[src/rtl/rr_mux_arbiter.sv]
// Round-robin packet arbiter steering N_REQ producers onto one channel via a 2:1 mux tree.
// Optional stall watchdog enabled by defining RR_MUX_ARB_WATCHDOG_EN.
module rr_mux_arbiter #(
    parameter int N_REQ   = 4,
    parameter int WIDTH   = 8,
    parameter int TIMEOUT = 15
) (
    input  logic                     clk,
    input  logic                     rst,
    input  logic [N_REQ-1:0]         req_valid,
    input  logic [N_REQ*WIDTH-1:0]   req_data,
    input  logic [N_REQ-1:0]         req_last,
    output logic [N_REQ-1:0]         req_ready,
    output logic                     out_valid,
    output logic [WIDTH-1:0]         out_data,
    output logic                     out_last,
    input  logic                     out_ready,
    output logic [N_REQ-1:0]         grant,
`ifdef RR_MUX_ARB_WATCHDOG_EN
    output logic                     timeout,
`endif
    output logic                     busy
);

    localparam int PW = $clog2(N_REQ);
    localparam int P  = 1 << PW;

    if (N_REQ < 2 || N_REQ > 16 || TIMEOUT < 1 || TIMEOUT > 255) begin : g_bad_param
        $error("rr_mux_arbiter: illegal parameter value");
    end

    typedef enum logic {S_IDLE, S_LOCKED} state_t;

    state_t              r_state, w_state_nxt;
    logic [N_REQ-1:0]    r_grant, w_grant_nxt;
    logic [PW-1:0]       r_ptr, w_ptr_nxt;
    logic [PW-1:0]       w_gidx, w_gidx_inc, w_arb_idx;
    logic                w_any, w_locked, w_xfer, w_done, w_to;
    logic [P*WIDTH-1:0]  w_pad;
    logic [WIDTH-1:0]    w_node [P];

    assign w_locked = (r_state == S_LOCKED);

    always_comb begin
        w_gidx = '0;
        for (int i = 0; i < N_REQ; i++)
            if (r_grant[i]) w_gidx = PW'(i);
    end

    assign w_gidx_inc = (w_gidx == PW'(N_REQ - 1)) ? '0 : w_gidx + PW'(1);

    // Descending scan so the requester closest to r_ptr overwrites the rest.
    always_comb begin
        w_any     = 1'b0;
        w_arb_idx = '0;
        for (int k = N_REQ - 1; k >= 0; k--) begin
            if (req_valid[(int'(r_ptr) + k) % N_REQ]) begin
                w_any     = 1'b1;
                w_arb_idx = PW'((int'(r_ptr) + k) % N_REQ);
            end
        end
    end

    // Binary mux tree, folded in place: each level halves the live nodes.
    assign w_pad = (P*WIDTH)'(req_data);
    always_comb begin
        for (int i = 0; i < P; i++)
            w_node[i] = w_pad[i*WIDTH +: WIDTH];
        for (int l = 0; l < PW; l++)
            for (int i = 0; i < P/2; i++)
                if (i < (P >> (l + 1)))
                    w_node[i] = w_gidx[l] ? w_node[2*i+1] : w_node[2*i];
    end

    // Only the registered grant gates the channel, so idle cycles output zeros.
    assign out_valid = |(req_valid & r_grant);
    assign out_last  = |(req_last & r_grant);
    assign out_data  = w_locked ? w_node[0] : '0;
    assign req_ready = r_grant & {N_REQ{out_ready}};
    assign grant     = r_grant;
    assign busy      = w_locked;

    assign w_xfer = out_valid & out_ready;
    assign w_done = w_xfer & out_last;

`ifdef RR_MUX_ARB_WATCHDOG_EN
    logic [7:0] r_stall, w_stall_nxt;
    logic       r_timeout;

    assign w_to        = w_locked && !w_xfer && (r_stall == 8'(TIMEOUT - 1));
    assign w_stall_nxt = (!w_locked || w_xfer || w_to) ? 8'd0 : r_stall + 8'd1;
    assign timeout     = r_timeout;

    always_ff @(posedge clk or posedge rst) begin
        if (rst) begin
            r_stall   <= 8'd0;
            r_timeout <= 1'b0;
        end else begin
            r_stall   <= w_stall_nxt;
            r_timeout <= w_to;
        end
    end
`else
    assign w_to = 1'b0;
`endif

    always_comb begin
        w_state_nxt = r_state;
        w_grant_nxt = r_grant;
        w_ptr_nxt   = r_ptr;
        case (r_state)
            S_IDLE: begin
                if (w_any) begin
                    w_state_nxt = S_LOCKED;
                    w_grant_nxt = N_REQ'(1) << w_arb_idx;
                end
            end
            S_LOCKED: begin
                if (w_done || w_to) begin
                    w_state_nxt = S_IDLE;
                    w_grant_nxt = '0;
                    w_ptr_nxt   = w_gidx_inc;
                end
            end
            default: begin
                w_state_nxt = S_IDLE;
                w_grant_nxt = '0;
            end
        endcase
    end

    always_ff @(posedge clk or posedge rst) begin
        if (rst) begin
            r_state <= S_IDLE;
            r_grant <= '0;
            r_ptr   <= '0;
        end else begin
            r_state <= w_state_nxt;
            r_grant <= w_grant_nxt;
            r_ptr   <= w_ptr_nxt;
        end
    end

endmodule
[config.mk]
export PLATFORM = sky130hd
export DESIGN_NAME = rr_mux_arbiter
export DESIGN_NICKNAME = d
export VERILOG_FILES = /design/src/rtl/rr_mux_arbiter.sv
export SDC_FILE = /design/constraint.sdc
export NUM_CORES = 1
export LEC_CHECK = 0
export ABC_AREA = 1
export CAP_MARGIN = 20
export CORE_ASPECT_RATIO = 0.6
export CORE_UTILIZATION = 31
export CTS_BUF_LIST = sky130_fd_sc_hd__clkbuf_8
export CTS_CLUSTER_SIZE = 24
export DETAILED_ROUTE_END_ITERATION = 10
export PLACE_DENSITY = 0.72
export SLEW_MARGIN = 10
export SYNTH_ARGS = -nofsm -noshare
export SYNTH_HDL_FRONTEND = slang
export SYNTH_SLANG_ARGS = --single-unit
[constraint.sdc]
create_clock -name clk -period 1.8 [get_ports clk]
set_clock_uncertainty 0.05 [all_clocks]
set_input_delay 0.45 -clock clk [delete_from_list [all_inputs] [get_ports clk]]
set_output_delay 0.45 -clock clk [all_outputs]
set_load 0.1 [all_outputs]
Yosys cells after proc, flatten, opt, wreduce, memory -nomap -nowiden. Cells that the tools add are included.

Register bits: 7. Bits in latches: 0. RAM bits: 0. Bits in read-only memories: 0. Bits of input ports: 43. Output and inout port bits: 19. Word-level logic and storage cells: 64. Memories: 0.

Add/subtract/negate cells: 4. Multiply operators: 0. Divide/modulo/power cells: 0. Magnitude comparators: 4. Equality and inequality tests: 3. Shift operators: 1. Multiplexer cells: 33. Bitwise logic cells: 9. Reduce and logical (&&, ||, !) cells: 7.

Operator list (count): two-way mux 8 bit (4); two-way mux 1 bit (14); two-way mux 2 bit (7); AND 4 bit (3); less-than comparator 3 x 4 -> 1 bit (second input constant) (3); binary-select mux 1 bit (select 2 bit) (4); two-way mux 4 bit (2); one-hot mux 4 bit (2 select lines) (1); OR reduction 4 bit (2); OR reduction 2 bit (3); adder 2 x 1 -> 2 bit (second input constant) (2); adder 2 bit (second input constant) (2); AND reduction 2 bit (2); << shifter 1 x 2 -> 4 bit (first input constant) (1); AND 1 bit (first input constant) (3); less-than comparator 2 x 3 -> 1 bit (second input constant) (1); AND 1 bit (2); == test 2 bit (second input constant) (1); != test 2 x 1 -> 1 bit (second input constant) (1); != test 2 bit (second input constant) (1); one-hot mux 1 bit (2 select lines) (1); inverter 1 bit (1).

Depth between registers and ports, before layout. Gate-level depths: netlist (run 1).

Depth in word-level cells: 13. Gate-level depth with buffers: 13. Mapped depth without buffers: 12.

Worst setup path after synthesis (run 1). No wires, ideal clock.

Path kind: flip-flop to output port. Start point: register r_grant[1], in the netlist grant[1]. End point: output port out_data[0]. Arrival time: 3.069 ns. Data required time: 1.300 ns. Slack: -1.769 ns. Cell stages (with the launch flop): 6. Path buffers: 1. Path through: dfrtp_1 -> clkbuf_1 -> nor2_1 -> nor2_1 -> o21ai_0 -> a21oi_1.

Longest elaborated chain between the ends: 6. Elaborated cells between the ends (all ways): 7. Those cells by class: mux (7).

Ends and longest elaborated chain: from (decl) (line 35) `logic [N_REQ-1:0] r_grant, w_grant_nxt;`; from (signal assigned) (line 139) `r_grant <= w_grant_nxt;`; two-way mux 1 bit (*) (line 47) `if (r_grant[i]) w_gidx = PW'(i);`; two-way mux 2 bit (*) (2 in a row) (line 47); two-way mux 8 bit (line 72) `w_node[i] = w_gidx[l] ? w_node[2*i+1] : w_node[2*i];`; two-way mux 8 bit (*) (line 72); two-way mux 8 bit (*) (line 78) `assign out_data = w_locked ? w_node[0] : '0;`; to (decl) (line 15) `output logic [WIDTH-1:0] out_data,`.

Mark *: on every way between the ends. The rest lies on a longest branch, timed or not.

Worst setup path in the final report (run 1).
Start point: register r_grant[3], in the netlist grant[3]. End point: output port out_data[7].

Longest elaborated chain between the ends: 4. Elaborated cells between the ends (all ways): 5. Those cells by class: mux (5).

Ends and longest elaborated chain (line): two-way mux 2 bit (*) (47); two-way mux 8 bit (72); two-way mux 8 bit (*) (72); two-way mux 8 bit (*) (78).

Marks and branches as above.

==> impl.org, run 1 <==
** Place
- Summed over all nets, the half-perimeter wirelength after detailed placement is approximately 3200 um.
- After detailed placement, the total cell area comes to 0.00201 mm2.
- Count of placed standard cells including taps :: 278
- Gpl congestion :: around 0.85
- IO buf count :: 61
- OpenSTA, run right after detailed placement, puts the worst setup slack at -0.325 ns.

** Yosys
- Summing every instance area after synthesis gives 915 um2.
- The synthesized netlist contains 24 unique library cells.
- Summed over its instances, the top area cell type makes up 19.2% of the synthesized netlist area.
- Synthesis produced a netlist whose cell count is 163.
- Number of warnings issued by yosys :: 0
- Part of the Yosys area used for sequential elements :: 19.2%
- Net count after synthesis :: roughly 200
- Largest area contributor in the netlist :: sky130_fd_sc_hd__dfrtp_1
- Avg Inst Size Synth :: roughly 5.6 um2
- By area the synthesized netlist is led by sky130_fd_sc_hd__dfrtp_1 (19%), sky130_fd_sc_hd__nand2_1 (17%), sky130_fd_sc_hd__nor2_1 (13%), sky130_fd_sc_hd__o21ai_0 (9.8%), sky130_fd_sc_hd__nand2_2 (7.5%).
- Synthesized flop and latch total :: 7

** Setup path
- Endpoint arrival time on the critical path :: 1.59 ns
- End of the worst register-to-register path :: grant[1]$_DFFE_PP0P_
- R2r setup slk :: -0.15 ns
- R2R cell count :: 11
- Crit Path Class :: flop to primary output
- Data on the critical path is required at its endpoint by about 1.3 ns.
- In this run the worst path has a maximum fanout of 8.
- The worst register-to-register path begins at grant[3]$_DFFE_PP0P_.
- Startpoint kind of the worst setup timing path :: flop
- Endpoint class of the critical path :: primary output

** Timing
- Subtracting the final worst setup slack from the clock period gives 2.09 ns.
- Final count of pins violating max slew :: 0
- Hold violation total from the final report :: 0
- Endpoints failing setup :: 18
- F_max :: 478 MHz
- Once routing completed, OpenROAD measured the worst setup slack at -0.293 ns.
- For the pin with the worst max-slew slack, the measured transition is 0.363 ns.
- In this run the tightest slew margin relative to its limit is 75.8%.
- Setup TNS Final :: -3.79 ns
- Final clock period utilization by the worst path :: 116%
- Setup repair after global routing could not meet its margin everywhere.

** Clocking
- Clock transition at the register clock pins on the worst setup and hold paths after CTS :: 0.04 ns
- TritonCTS clock tree :: yes
- CTS built an H-tree with a depth of 1.
- In this run the deepest clock path goes through 2 buffers.
- The later pin in the worst-skew pair is clocked with a latency of 0.23 ns.
- Buffers inserted during clock tree synthesis total 3.
- The clock net in this run drives a total of 7 sinks.
- In this run the clock root is driven by a sky130_fd_sc_hd__clkbuf_8.

** Floorplanning
- Area enclosed by the die boundary :: ~0.0032 mm2
- Die height :: about 44 um
- Placeable core area :: 0.00265 mm2
- From left edge to right edge, the die measures between 70 and 80 um.
- Once the floorplan was initialized, standard cells occupied between 30% and 40% of the core.
- Row generation in the floorplan step produced 14 rows.
- Top-Level Pins :: 62

** Cells and area
- Number of nets in the layout :: 293
- The layout has 148 filler cells.
- Excluding fillers, the count of instances in the completed layout stands at 289.
- Once layout is done, the placed cells without fillers occupy 0.00226 mm2.
- For this run, the share of the core covered by cells in the final layout is 85.6%.
- Antenna diodes :: 0
- In the final layout, the share of cells above drive strength 1 is 47.0%.
- Compared with the post-synthesis result, the final layout area differs by 148%.

** Power and ir drop
- Reg power frac :: a little under a quarter
- Cell-internal power :: 0.000453 W
- Combinational share of power :: between 40% and 50%
- In this run the power spent charging and discharging nets is 0.000226 W.
- The worst-case IR drop observed on VDD is slightly above 600 uV.
- Leakage power figure :: 0.968 nW
- Clock power frac :: between 30 and 40%
- Total power density per cell area :: 300 mW/mm2
- Switching part of the total power :: 33.2%

** Global route
- Via count of the first global-routing pass :: 1325
- The number of antenna violations at the first check in global routing was 0.
- First-pass GRT wire length :: 6350 um
- Entering global routing, the biggest net connects 15 pins.
- Total overflow reported by the global router :: 0
- Global routing consumed, over all layers together, 26.4% of the routing resources.

** Drt
- Routed wire length per instance :: 15.8 um
- In the routed design, unresolved DRC markers number 0.
- Summed over all layers, the routed wires come to 4570 um.
- Post-route antenna net violation count :: 0
- Number of vias per cell :: 5.11
- The routed layout has 1478 vias.
- Length of the first detailed-routing pass in iterations :: 4
- Detailed Route Iter0 Violations :: 67

** Hold path
- Worst min-delay path category :: input port to asynchronous set/reset pin

** Outcome
- Violated checks :: negative setup slack
- Status :: finished, violations left

** Run
- The tool flagged a number of max-cap violations equal to 0.
## routing by layer
| layer | vias up | GRT usage (%) | routed length (um) |
|---|---|---|---|
| met3 | 4 | 7.06 | 322 |
| met2 | 69 | 43.7 | 2280 |
| li1 | 703 | - | - |
| met5 | - | 0 | 0 |
| met1 | 702 | 34.6 | 1940 |
| met4 | 0 | 6.67 | 26 |
## flip-flops by register name, summed over array words and instances (netlist names)
name   count
r_ptr      2
grant      4
busy       1
## Yosys cell counts
master,count
sky130_fd_sc_hd__o2111ai_2,1
sky130_fd_sc_hd__inv_1,13
sky130_fd_sc_hd__nand3_2,1
sky130_fd_sc_hd__nand3_1,10
sky130_fd_sc_hd__clkinv_1,2
sky130_fd_sc_hd__clkbuf_1,1
sky130_fd_sc_hd__a21oi_1,8
sky130_fd_sc_hd__nand4_1,1
sky130_fd_sc_hd__inv_6,1
sky130_fd_sc_hd__o21ai_0,18
sky130_fd_sc_hd__nor2_2,3
sky130_fd_sc_hd__dfrtp_1,7
sky130_fd_sc_hd__o21ai_1,3
sky130_fd_sc_hd__nand2_2,11
sky130_fd_sc_hd__nand3b_1,1
sky130_fd_sc_hd__buf_6,1
sky130_fd_sc_hd__buf_2,1
sky130_fd_sc_hd__nand2_4,1
sky130_fd_sc_hd__nor2_1,32
sky130_fd_sc_hd__o21a_1,1
sky130_fd_sc_hd__a21oi_4,1
sky130_fd_sc_hd__nand2_1,42
sky130_fd_sc_hd__inv_2,2
sky130_fd_sc_hd__nand4_2,1
## what timing repair did
action / in CTS / in global routing
pin swaps: 2 / 9
setup endpoints to repair: 14 / 17
gates resized for setup: 40 / 26
cloned: 0 / 1
buffers inserted: 4 / 3
hold buffers: 0 / 0
## layout by cell type, fill, tap and decap left out, types with 2 or more instances in the layout
cell / count
sky130_fd_sc_hd__nor2_2: 6
sky130_fd_sc_hd__dfrtp_2: 3
sky130_fd_sc_hd__nor2_1: 27
sky130_fd_sc_hd__inv_2: 2
sky130_fd_sc_hd__o21ai_2: 13
sky130_fd_sc_hd__o21ai_0: 2
sky130_fd_sc_hd__inv_1: 7
sky130_fd_sc_hd__buf_4: 17
sky130_fd_sc_hd__nand3_1: 6
sky130_fd_sc_hd__clkdlybuf4s50_1: 35
sky130_fd_sc_hd__nor2_4: 2
sky130_fd_sc_hd__nand3_2: 5
sky130_fd_sc_hd__dlygate4sd2_1: 6
sky130_fd_sc_hd__nand2_2: 15
sky130_fd_sc_hd__nand2_1: 38
sky130_fd_sc_hd__dfrtp_4: 2
sky130_fd_sc_hd__o21ai_1: 5
sky130_fd_sc_hd__buf_12: 19
sky130_fd_sc_hd__clkinvlp_4: 4
sky130_fd_sc_hd__clkinv_2: 2
sky130_fd_sc_hd__inv_4: 3
sky130_fd_sc_hd__dfrtp_1: 2
sky130_fd_sc_hd__nand4_4: 2
sky130_fd_sc_hd__a21oi_4: 9
sky130_fd_sc_hd__clkbuf_8: 3
sky130_fd_sc_hd__buf_6: 5
## cell families after synthesis
kind of cell	Yosys count	synth area share [%]
flip-flops	7	19.2
AND/OR/NAND/NOR	103	50.6
AO/OA/AOI/OAI	32	20.1
buffers and inverters	21	10.1
## worst max-delay path, cell delays in order (launching register included)
cell and delay, ns:
sky130_fd_sc_hd__dfrtp_4 0.53, sky130_fd_sc_hd__a21oi_4 0.21, sky130_fd_sc_hd__buf_8 0.18, sky130_fd_sc_hd__o21ai_2 0.08, sky130_fd_sc_hd__a21oi_4 0.17, sky130_fd_sc_hd__buf_12 0.19
## through the flow
| stage | total power [W] | hold slack [ns] |
|---|---|---|
| detailed placement | 0.000445 | 0.541 |
| floorplan | 0.000289 | 0.203 |
| CTS | 0.000664 | 0.407 |
| finish | 0.000679 | 0.419 |
| global route | 0.000707 | 0.459 |
| global placement | 0.000439 | 0.518 |
## how the worst max path moves through the flow
stage | depth (start not counted) | end | from | slack (ns)
after global placement | 6 | out_data[5] | req_data[29] | -0.28
after CTS | 6 | out_data[7] | grant[2]$_DFFE_PP0P_ | -0.25
after global routing | 5 | out_data[6] | grant[3]$_DFFE_PP0P_ | -0.34
final | 5 | out_data[7] | grant[3]$_DFFE_PP0P_ | -0.29
after detailed placement | 6 | out_data[0] | req_data[0] | -0.32
after floorplan | 6 | grant[0]$_DFFE_PP0P_ | grant[3]$_DFFE_PP0P_ | -0.83
## area by class of cell
| cell class | instances | area, um2 | area share (%) |
|---|---|---|---|
| flip-flops and latches | 7 | 186 | 8.23 |
| well taps | 40 | 50.0 | 2.21 |
| clock inverters | 1 | 3.75 | 0.166 |
| multi-input cells | 136 | 891 | 39.3 |
| repair buffers | 84 | 995 | 43.9 |
| inverters | 18 | 97.6 | 4.31 |
| clock buffers | 3 | 41.3 | 1.82 |
## power groups by stage
stage	Clock, W	Sequential (W)	Combinational (W)
6_report	0.000218	0.000158	0.000302
2_1_floorplan	0	0.000160	0.000129
5_1_grt	0.000233	0.000158	0.000316
4_1_cts	0.000219	0.000158	0.000287
3_3_place_gp	0	0.000160	0.000279
3_5_place_dp	0	0.000160	0.000284
(Power assumes the default switching activity.)
==> run 2, diff against run 1 <==
--- a/config.mk
+++ b/config.mk
@@ -6,6 +6,7 @@
 export NUM_CORES = 1
 export LEC_CHECK = 0
 export ABC_AREA = 1
+export ABC_CLOCK_PERIOD_IN_PS = 1800
 export CAP_MARGIN = 20
 export CORE_ASPECT_RATIO = 0.6
 export CORE_UTILIZATION = 31
==> results of run 2 <==
No change in the layout: final DEF, timing and power equal those of run 1.
==> patch 1: new RTL, flow settings as in run 2 <==
Build with the macro `RR_MUX_ARB_WATCHDOG_EN` defined.
--- a/src/rtl/rr_mux_arbiter.sv
+++ b/src/rtl/rr_mux_arbiter.sv
@@ -1,5 +1,7 @@
 // Round-robin packet arbiter steering N_REQ producers onto one channel via a 2:1 mux tree.
 // Optional stall watchdog enabled by defining RR_MUX_ARB_WATCHDOG_EN.
+`define RR_MUX_ARB_WATCHDOG_EN
+
 module rr_mux_arbiter #(
     parameter int N_REQ   = 4,
     parameter int WIDTH   = 8,
Check against the original RTL (old outputs only; new: timeout): no difference found for any inputs over 4 cycles, from zero or initial values and one cycle with rst high; that may be too few to reach the edited logic, so the function may still have changed.
==> patch 1 against run 2 <==
The run still ends with negative setup slack left; routed wire length up 6.1%; synthesized area grew 52%; critical path depth is the same; setup slack worse by 37 ps; sequential cell count grew 9; synthesized cell count up 31%; cell area is 22% higher; critical path type unchanged; highest routed layer unchanged.
Power is left out: the tool's default activity adds up to more than one toggle a clock period on the data nets, which glitch-free logic cannot reach.
==> patch 1: results (changes against run 2) <==
Timing
  – Post-route setup slack: -330 ps (-36.6 ps)
  – Setup violators final: 18 (unchanged)
  – Least-Margin Pin Slew: 348 ps (-14.3 ps)
  – Setup TNS Final: -3440 ps (+349 ps)

Status
  – Status: finished with violations
  – Failing checks: negative setup slack

Placement
  – Post-Place Cells: 346 (+24%)
  – Area after DPL: 2510 um^2 (+25%)
  – Pre-CTS setup slack: -309 ps (+16.3 ps)
  – DP HPWL: 3680 um (+14%)

Logic synthesis
  – Seq/Total Area, Yosys: 0.288 (+0.0963)
  – Net count after synthesis: 259 (+26%)

Routing
  – Vias: 1669 (+13%)
  – Iteration-0 DRC Markers: 85 (+27%)
  – Routed WL: 4850 um (+6.1%)

Final layout
  – Layout cell share with drive strength beyond 1: 0.409 (-0.0611)
  – Fillers: 336 (+130%)
  – Nets: 342 (+17%)
  – Max reg flops: 8 (+4)
  – Footprint of the multi-input gates: 1080 um^2 (+21%)

Setup path
  – Max Fanout on Critical Path: 6 (-2)
  – Crit path DAT: 1630 ps (+40 ps)

Global routing
  – Aggregate global-route resource usage: 0.200 (-0.0634)
  – First-pass GRT wire length: 7130 um (+12%)

CTS
  – Clk pin slew, worst setup/hold paths: 70 ps (+30 ps)
  – Clock insertion delay at the later pin of the skew report: 250 ps (+20 ps)
patch 1: worst reg2reg max path: cells and delay by family (launching register included):
family / cells / cell delay [ps]
buffers and inverters: 4 / 540
flip-flops: 1 / 540
AND/OR/NAND/NOR: 8 / 680
patch 1: per-layer routing:
metal	wire (um)	part of all wire	global-route usage	vias up
met5	0	0	0	-
met4	15	0.0031	0.0161	0
met3	306	0.063	0.0322	2
met2	2230	0.46	0.300	57
met1	2300	0.47	0.310	761
li1	-	-	-	849
patch 1: logic make-up (layout without fill, tap and decap cells):
logic type | after synthesis | in the layout | synth area share
fa+ha+maj | 2 | 2 | 0.0180
xor+xnor | 3 | 3 | 0.0189
compound gates | 35 | 35 | 0.142
buf+inv | 32 | 114 | 0.107
flops | 16 | 16 | 0.288
simple gates | 126 | 126 | 0.426
patch 1: cell type report:
type / instances / area share
tap: 60 / 0.0271
clock buffer: 4 / 0.0199
multi-input combinational: 166 / 0.388
timing repair buffer: 82 / 0.365
timing repair inverter: 1 / 0.00181
sequential: 16 / 0.150
inverter: 27 / 0.0483
patch 1: timing repair:
| action | in CTS | in global routing |
|---|---|---|
| endpoints found under the setup margin | 14 | 17 |
| gates cloned | 0 | 1 |
| gates resized for setup | 24 | 31 |
| buffers inserted | 1 | 4 |
| pin swaps | 3 | 13 |
patch 1: worst paths after layout:
path,start,end,slack (ps),depth (start not counted)
max reg2reg,grant[3]$_DFFE_PP0P_,grant[0]$_DFFE_PP0P_,-70,12
min in group clk,r_stall[0]$_DFF_PP0_,r_stall[0]$_DFF_PP0_,510,1
max in group asynchronous,rst,grant[1]$_DFFE_PP0P_,1030,3
min,rst,r_stall[7]$_DFF_PP0_,460,3
min reg2reg,r_stall[0]$_DFF_PP0_,r_stall[0]$_DFF_PP0_,510,1
max,grant[3]$_DFFE_PP0P_,out_data[1],-330,5
==> patch 2: new RTL, settings of run 2 <==
Made on the original files. Change the parameter `WIDTH` from 8 to 6.
--- a/src/rtl/rr_mux_arbiter.sv
+++ b/src/rtl/rr_mux_arbiter.sv
@@ -2,7 +2,7 @@
 // Optional stall watchdog enabled by defining RR_MUX_ARB_WATCHDOG_EN.
 module rr_mux_arbiter #(
     parameter int N_REQ   = 4,
-    parameter int WIDTH   = 8,
+    parameter int WIDTH   = 6,
     parameter int TIMEOUT = 15
 ) (
     input  logic                     clk,
Ports: changed (resized out_data and req_data); port bits go from 62 to 52. The function was not compared with the original's and may differ.
==> patch 2 against run 2 <==
The run still ends with negative setup slack left; sequential share of layout area rose by 1.0 points; routed wire length fell by 17%; first-iteration DRC count rose by 9.0%; sequential cell count did not move; cell area fell by 10%; global-route usage fell by 1.2 points; synthesized area fell by 1.1%; setup slack improved by 56 ps; largest cell class unchanged.
Power is not shown: default switching activity piles up to over one toggle a cycle in this logic, so the estimate is an artifact.
==> patch 2: results (changes against run 2) <==
Status
  – Status: finished with violations
  – Failing checks: negative setup slack

Final layout
  – Non-Filler Instances: 258 (-11%)
  – Max reg flops: 4 (unchanged)
  – Nets: 262 (-11%)
  – # diodes: 0 (unchanged)
  – Layout cell share with drive strength beyond 1: 0.487 (+0.0168)
  – Fillers: 178 (+20%)

Placement
  – Post-Place Cells: 249 (-10%)
  – Number of buffers added on ports: 51 (-16%)
  – DP HPWL: 2960 um (-8.4%)
  – Gpl congestion: 0.911 (+7.1%)

Hold path
  – Hold Path Class: in2async

Timing
  – Setup TNS Final: -1440 ps (+2350 ps)
  – Post-route setup slack: -238 ps (+55.7 ps)
  – Least-Margin Pin Slew: 285 ps (-78.2 ps)
  – Setup violators final: 8 (-10)

Global routing
  – Initial antenna violation count: 0 (unchanged)
  – Largest net degree at the start of global routing: 11 (-4)
  – Vias in the first global route: 1250 (-5.7%)
  – First-pass GRT wire length: 5980 um (-5.8%)
  – Aggregate global-route resource usage: 0.252 (-0.0117)

Routing
  – DR WL/cell: 14.8 um (-6.5%)
  – Via/cell ratio: 5.01 (-2.0%)
  – DR pass1 iterations: 4 (unchanged)
  – Iteration-0 DRC Markers: 73 (+9.0%)

Logic synthesis
  – Async SR Flop Fraction: 1.00 (unchanged)
  – Synth Flop Type: dfrtp_1
  – Net count after synthesis: 188 (-8.7%)
  – Seq/Total Area, Yosys: 0.194 (+0.00212)
  – Synth cell types: 22 (-8.3%)
  – Yosys warnings: 0 (unchanged)
  – Gate Count Post-Synth: 153 (-6.1%)
  – Synth cell count leaders: 37 x nand2_1, 25 x nor2_1, 15 x o21ai_1
  – Ranking of synthesized cells by area: dfrtp_1 19%, nand2_1 15%, nor2_1 10%, o21ai_1 8.3%, nand3_1 7.7%

Setup path
  – Max Fanout on Critical Path: 6 (-2)
  – CP max stage cell: dfrtp_4
  – Slowest stage delay, CP: 520 ps
  – Reg2reg path depth: 9 (-2)
  – Delay-heaviest family, CP: flip-flops
  – Crit path DAT: 1540 ps (-50 ps)

CTS
  – Clk buf depth: 2 (unchanged)
  – Clock insertion delay at the later pin of the skew report: 230 ps (about the same)
  – Post-CTS Hold Buffers: 0 (unchanged)
  – Num CTS Buffers: 3 (unchanged)
  – Clk pin slew, worst setup/hold paths: 40 ps (about the same)
  – CTS Root Cell: clkbuf_8
  – H-tree Lvls: 1 (unchanged)
==> patch 2: kinds of logic (layout without fill, tap and decap cells) <==
| logic type | count (synthesis) | in the layout | synth area share |
|---|---|---|---|
| compound gates | 25 | 25 | 0.152 |
| buf+inv | 24 | 96 | 0.136 |
| flops | 7 | 7 | 0.194 |
| simple gates | 97 | 98 | 0.519 |
==> patch 2: metal layers <==
metal  vias up  share of wire  global-route usage
li1        641              -                   -
met1       599           0.44               0.326
met2        44           0.47               0.417
met3         9          0.070              0.0674
met4         0          0.014              0.0745
met5         -              0                   0
==> patch 2: final cells by class <==
class                           instances  share of cell area
Multi-Input combinational cell        123               0.400
Inverter                               21              0.0592
Clock inverter                          1             0.00185
Sequential cell                         7              0.0925
Timing Repair Buffer                   71               0.407
Clock buffer                            3              0.0203
Tap cell                               32              0.0197
==> patch 2: worst paths after layout <==
kind                                            from                    to  slack [ps]
worst max-delay path            grant[3]$_DFFE_PP0P_           out_data[3]        -240
worst min-delay path                             rst  grant[1]$_DFFE_PP0P_         410
worst max register to register  grant[3]$_DFFE_PP0P_  grant[1]$_DFFE_PP0P_          70
worst min register to register        busy$_DFF_PP0_        busy$_DFF_PP0_         580
max in group asynchronous                        rst  grant[3]$_DFFE_PP0P_        1050
min in group clk                      busy$_DFF_PP0_        busy$_DFF_PP0_         580
==> patch 2: timing repair <==
| item | CTS | global route |
|---|---|---|
| setup buffers | 2 | 2 |
| pin swaps | 11 | 3 |
| endpoints found under the setup margin | 13 | 11 |
| resized for setup | 36 | 7 |
| gates cloned | 0 | 1 |
==> patch 2: stage by stage <==
stage	setup WS (ps)	instance area [um^2]
after floorplan	-836	1030
after global placement	-202	1840
after detailed placement	-266	1840
after CTS	-221	1970
after global routing	-298	2030
final	-238	2030
